`src/rtl/wb_tlb_commit_stage.sv`:
```
// Writeback/commit stage: GPR writeback, trace port, exception flush and TLB management commit.
// Every architectural side effect is confined to the single cycle in which the instruction commits.
module wb_tlb_commit_stage #(
  parameter int unsigned TLBNUM    = 16,
  parameter int unsigned IDXW      = 4,
  parameter int unsigned RD_LAT    = 1,
  parameter int unsigned RAND_MODE = 0
) (
  input  logic            clk,
  input  logic            resetn,
  input  logic            ms_to_ws_valid,
  output logic            ws_allowin,
  input  logic [31:0]     ms_pc,
  input  logic            ms_gr_we,
  input  logic [4:0]      ms_dest,
  input  logic [31:0]     ms_result,
  input  logic            ms_ex,
  input  logic            ms_ertn,
  input  logic [3:0]      ms_tlb_op,
  input  logic            ms_srch_found,
  input  logic [IDXW-1:0] ms_srch_index,
  input  logic [IDXW-1:0] csr_tlbidx_index,
  input  logic            csr_tlbidx_ne,
  input  logic [5:0]      csr_estat_ecode,
  output logic            tlb_r_req,
  output logic [IDXW-1:0] tlb_r_index,
  input  logic            tlb_r_valid,
  input  logic            tlb_r_e,
  output logic            tlb_we,
  output logic [IDXW-1:0] tlb_w_index,
  output logic            tlb_w_e,
  output logic            csr_idx_we,
  output logic            csr_ne_we,
  output logic            csr_ne_w,
  output logic            csr_tlbrd_we,
  output logic            ws_flush,
  output logic            ws_tlb_busy,
  output logic            rf_we,
  output logic [4:0]      rf_waddr,
  output logic [31:0]     rf_wdata,
  output logic [31:0]     debug_wb_pc,
  output logic [3:0]      debug_wb_rf_wen,
  output logic [4:0]      debug_wb_rf_wnum,
  output logic [31:0]     debug_wb_rf_wdata
);

  typedef enum logic [1:0] {StIdle, StWait, StDone} rd_state_e;

  localparam bit         ZeroLat = (RD_LAT == 0);
  localparam logic [1:0] LatInit = (RD_LAT == 0) ? 2'd0 : 2'(RD_LAT - 1);
  localparam logic [5:0] TapsFull = (IDXW == 2) ? 6'h03 :
                                    (IDXW == 3) ? 6'h06 :
                                    (IDXW == 4) ? 6'h0c :
                                    (IDXW == 5) ? 6'h14 : 6'h30;
  localparam logic [IDXW-1:0] LfsrTaps  = TapsFull[IDXW-1:0];
  localparam logic [IDXW-1:0] RandReset = (RAND_MODE != 0) ? IDXW'(1) : '0;

  logic            ws_valid;
  logic [31:0]     ws_pc;
  logic            ws_gr_we;
  logic [4:0]      ws_dest;
  logic [31:0]     ws_result;
  logic            ws_ex;
  logic            ws_ertn;
  logic [3:0]      ws_tlb_op;
  logic            ws_srch_found;

  rd_state_e       rd_state_q;
  logic [1:0]      lat_q;
  logic [IDXW-1:0] rand_q;

  logic op_srch, op_rd, op_wr, op_fill;
  logic rd_pending, rd_start, rd_data_ok;
  logic ws_ready_go, commit;

  // The CSR file takes the TLBSRCH index straight from MEM; only the strobe comes from here.
  logic unused_srch_index;
  assign unused_srch_index = ^ms_srch_index;

  // Fixed priority on an illegal multi-hot op: srch > rd > wr > fill.
  assign op_srch = ws_tlb_op[3];
  assign op_rd   = ws_tlb_op[2] & ~ws_tlb_op[3];
  assign op_wr   = ws_tlb_op[1] & ~|ws_tlb_op[3:2];
  assign op_fill = ws_tlb_op[0] & ~|ws_tlb_op[3:1];

  assign rd_pending = ws_valid & op_rd & ~ws_ex & ~ws_ertn;
  assign rd_start   = rd_pending & (rd_state_q != StWait);
  assign rd_data_ok = ZeroLat ? (rd_start & tlb_r_valid)
                              : ((rd_state_q == StWait) & (lat_q == 2'd0) & tlb_r_valid);

  assign ws_ready_go = ~rd_pending | rd_data_ok;
  assign ws_allowin  = ~ws_valid | ws_ready_go;
  assign commit      = ws_valid & ws_ready_go & ~ws_ex & ~ws_ertn;
  assign ws_flush    = ws_valid & (ws_ex | ws_ertn);
  assign ws_tlb_busy = ws_valid & |ws_tlb_op;

  always_ff @(posedge clk or negedge resetn) begin
    if (!resetn) begin
      ws_valid <= 1'b0;
    end else if (ws_flush) begin
      ws_valid <= 1'b0;
    end else if (ws_allowin) begin
      ws_valid <= ms_to_ws_valid;
    end
  end

  always_ff @(posedge clk) begin
    if (ms_to_ws_valid && ws_allowin) begin
      ws_pc         <= ms_pc;
      ws_gr_we      <= ms_gr_we;
      ws_dest       <= ms_dest;
      ws_result     <= ms_result;
      ws_ex         <= ms_ex;
      ws_ertn       <= ms_ertn;
      ws_tlb_op     <= ms_tlb_op;
      ws_srch_found <= ms_srch_found;
    end
  end

  // TLBRD sequencing; the request goes out in the first cycle the read sits in WB.
  always_ff @(posedge clk or negedge resetn) begin
    if (!resetn) begin
      rd_state_q <= StIdle;
      lat_q      <= 2'd0;
    end else begin
      unique case (rd_state_q)
        StIdle, StDone: begin
          if (rd_start) begin
            lat_q <= LatInit;
            if (ZeroLat) rd_state_q <= tlb_r_valid ? StDone : StIdle;
            else         rd_state_q <= StWait;
          end else begin
            rd_state_q <= StIdle;
          end
        end
        StWait: begin
          if (rd_data_ok) begin
            rd_state_q <= StDone;
          end else if (lat_q != 2'd0) begin
            lat_q <= lat_q - 2'd1;
          end
        end
        default: rd_state_q <= StIdle;
      endcase
    end
  end

  always_ff @(posedge clk or negedge resetn) begin
    if (!resetn) begin
      rand_q <= RandReset;
    end else if (RAND_MODE == 0) begin
      rand_q <= (rand_q == IDXW'(TLBNUM - 1)) ? '0 : rand_q + 1'b1;
    end else begin
      rand_q <= {1'b0, rand_q[IDXW-1:1]} ^ (rand_q[0] ? LfsrTaps : '0);
    end
  end

  assign tlb_r_req   = rd_start;
  assign tlb_r_index = csr_tlbidx_index;

  assign tlb_we      = commit & (op_wr | op_fill);
  assign tlb_w_index = op_wr ? csr_tlbidx_index : rand_q;
  assign tlb_w_e     = (csr_estat_ecode == 6'h3f) | ~csr_tlbidx_ne;

  assign csr_ne_we    = commit & (op_srch | op_rd);
  assign csr_ne_w     = op_srch ? ~ws_srch_found : ~tlb_r_e;
  assign csr_idx_we   = commit & op_srch & ws_srch_found;
  assign csr_tlbrd_we = commit & op_rd & tlb_r_e;

  assign rf_we             = commit & ws_gr_we;
  assign rf_waddr          = ws_dest;
  assign rf_wdata          = ws_result;
  assign debug_wb_pc       = ws_pc;
  assign debug_wb_rf_wen   = {4{rf_we}};
  assign debug_wb_rf_wnum  = ws_dest;
  assign debug_wb_rf_wdata = ws_result;

endmodule

```
`config.mk`:
```
export PLATFORM = sky130hd
export DESIGN_NAME = wb_tlb_commit_stage
export DESIGN_NICKNAME = d
export VERILOG_FILES = /design/src/rtl/wb_tlb_commit_stage.sv
export SDC_FILE = /design/constraint.sdc
export NUM_CORES = 1
export LEC_CHECK = 0
export ABC_CLOCK_PERIOD_IN_PS = 5760
export CAP_MARGIN = 25
export CORE_AREA = 5 5 120 122
export DETAILED_ROUTE_END_ITERATION = 10
export DIE_AREA = 0 0 125 127
export HOLD_SLACK_MARGIN = 0.12
export SLEW_MARGIN = 20
export SYNTH_ARGS = -nofsm -noshare
export SYNTH_HDL_FRONTEND = slang
export SYNTH_SLANG_ARGS = --single-unit
```
`constraint.sdc`:
```
create_clock -name clk -period 5.76 [get_ports clk]
set_clock_uncertainty 0.1 [all_clocks]
set_input_delay 0.576 -clock clk [delete_from_list [all_inputs] [get_ports clk]]
set_output_delay 0.576 -clock clk [all_outputs]
set_load 0.02 [all_outputs]
```
==> impl_metrics.ini <==
[setup_path]
endpoint_kind = output pin
crit_fanout = 5
path_cells = inv_1 > ha_1 > and4b_1 > or4b_4 > and3_1 > clkdlybuf4s50_1
cpMaxStageDelayCell = clkdlybuf4s50_1
critPathLaunchType = register
critPathRequiredTime_ps = 5080
worstSetupPathType = reg -> out
worstPathArrival_ps = 2650
max_stage_delay_ps = 570

[run_status]
status = finished, final reports clean

[cells_and_area]
nNetsFinal = 468
nFillCells = 1197
area_growth_pct = 74.34
drive_gt1_share_pct = 6.150
stdcell_count = 550
num_antenna_cells = 0

[die]
start_util_pct = 24.63
coreArea_um2 = 13090
rows = 42
die_y_um = 127
ios = 226
die_area_um2 = 15880
die_w_um = 125

[global_route]
grt_pass1_wl_um = 12870
antenna_found_initial = 1
grt_util_all_layers_pct = 10.65
grt_pass1_vias = 2270
grt-ovfl-total = 0
grt_start_max_net_pins = 78

[pwr]
ir_worst_vdd_mv = 0.1498
pwr-share-clk_pct = 34.9
internal_power_mw = 1.159
switching_share_pct = 24.58
p_sw_mw = 0.3777
powerDensity_nw_per_um2 = 273.4
pwr-share-seq_pct = 48.6
leakagePower_nw = 2.005
fin_total_pwr_mw = 1.537
combPwrFrac_pct = 16.6

[synthesis]
synthFlopType = edfxtp_1
synth_area_um2 = 3223
synth_area_leaders = edfxtp_1 (72%), buf_4 (10%), dfrtp_1 (7.0%)
async_reset_ff_share_pct = 10.47
yosysUniqueCellTypes = 29
ys_ff_latch = 86
yosys_warnings = 0
ys_seq_area_share_pct = 78.73
yosysTopAreaCell = edfxtp_1
synth_top_area_share_pct = 71.74
avgSynthCellArea_um2 = 17.71
syn_inst = 182
syn_nets = 281
synth-edff-count = 77

[detailed_routing]
drt_pass1_iterations = 4
drt_wl_total_um = 8578
wl_per_cell_um = 15.60
post-route-drc-count = 0
vias = 2143
drt_iter0_drc = 89
detail-route-antenna-nets = 0
post_drt_via_cell_ratio = 3.896

[timing]
slew_headroom_pct = 59.18
period_share_pct = 57.80
fin_ws_ps = 2431
slew_viol_final = 0
setup_tns_ps = 0
hold_viol_final = 0
fmax_ghz = 0.3003
min_period_ps = 3329
finalSetupViolCount = 0
rsz0062_at_grt = no
worstMarginPinSlew_ps = 610.9

[cts]
clk_path_buf_depth = 2
cts_root_buffer = clkbuf_16
cts.sinks = 86
ctsResizeCount = 0
clock_latency_ps = 340
hold_buffers = 0
clk_pin_slew_ps = 60
cts_htree_levels = 3
cts_tree = yes
cts_buffers = 9
cts_setup_buffers = 0

[place]
place_hpwl_um = 6554
place.port_buffers = 221
place_ws_ps = 2509
routabilityCongestion = 0.7181
dp_cells = 533

[hold_path]
hold_path_class = reg -> reg

[job]
maxCapViolCount = 0
-- critical path: cells and delay by family, from the launching register on --
family | cells | cell delay, ps
AND/OR/NAND/NOR | 3 | 1080
adder cells (fa/ha/maj) | 1 | 250
buffers and inverters | 2 | 630
flip-flops | 1 | 360
-- final cells by class --
class	instances	area (um2)	share of cell area, %
flip-flops and latches	86	2537	45.16
repair buffers	222	2240	39.86
multi-input cells	45	327.8	5.834
clock buffers	9	225.2	4.008
well taps	176	220.2	3.919
clock inverters	7	50.05	0.8907
inverters	5	18.77	0.3340
-- synthesized netlist by cell type, types with 3 or more instances --
library cell,number
dfrtp_1,9
nor3b_1,3
and3_1,3
inv_1,5
edfxtp_1,77
mux2_2,3
o21ai_0,7
o21a_1,3
buf_4,45
-- per-layer routing --
layer	GRT usage, %	up-vias	wire [um]
met1	11.58	991	3214
met4	4.209	2	160
li1	-	1007	-
met3	6.469	12	1027
met5	0	-	13
met2	16.99	131	4161
-- final timing paths --
| kind | from | endpoint | slack (ps) | cells after the start |
|---|---|---|---|---|
| max | lat_q[0] | debug_wb_rf_wen[1] | 2430 | 6 |
| max reg2reg | lat_q[0] | debug_wb_pc[10] | 3300 | 6 |
| min | rand_q[0] | rand_q[0] | 410 | 1 |
| max in group asynchronous | resetn | lat_q[0] | 4820 | 1 |
| min reg2reg | rand_q[0] | rand_q[0] | 410 | 1 |
| min in group asynchronous | resetn | ws_valid | 440 | 1 |
-- cell usage in the layout, fill, tap and decap left out, types with 2 or more instances in the layout --
master	netlist	routed
o21a_1	3	3
nor3_1	2	2
o21ai_0	7	7
clkinvlp_4	0	2
o31ai_1	2	2
nor3b_1	3	3
edfxtp_1	77	77
nor2_1	2	2
clkbuf_16	0	9
dfrtp_1	9	9
inv_1	5	5
clkinv_4	0	2
clkdlybuf4s50_1	0	221
nand2_1	2	2
and3_1	3	3
a21oi_1	2	2
mux2_2	3	3
ha_1	2	2
-- state kept, by name, summed over array words and instances (netlist names), 2 cells and up --
register / count
debug_wb_pc: 32
debug_wb_rf_wdata: 32
debug_wb_rf_wnum: 5
lat_q: 2
rand_q: 4
rd_state_q: 2
ws_tlb_op: 4
-- power by group through the flow --
stage	logic, mW	registers (mW)	clock network [mW]
floorplan	0.0750	0.793	0
global placement	0.252	0.759	0
detailed placement	0.255	0.760	0
CTS	0.256	0.747	0.558
global route	0.267	0.752	0.585
finish	0.254	0.746	0.536
-- per-stage QoR --
stage                     area [um2]  util [%]  hold WS [ps]
final                           5619     42.94         414.4
after global routing            5619     42.94         442.9
after CTS                       5592     42.73         416.5
after detailed placement        5316     40.63         407.0
after global placement          5316     40.63         391.1
after floorplan                 3223         -         180.4
-- logic make-up after synthesis --
| family | after synthesis | synth area share, % |
|---|---|---|
| xor+xnor | 1 | 0.2718 |
| compound gates | 17 | 3.416 |
| fa+ha+maj | 2 | 0.7763 |
| simple gates | 21 | 4.270 |
| flops | 86 | 78.73 |
| mux | 4 | 1.359 |
| buf+inv | 51 | 11.18 |
(Power assumes the default switching activity.)
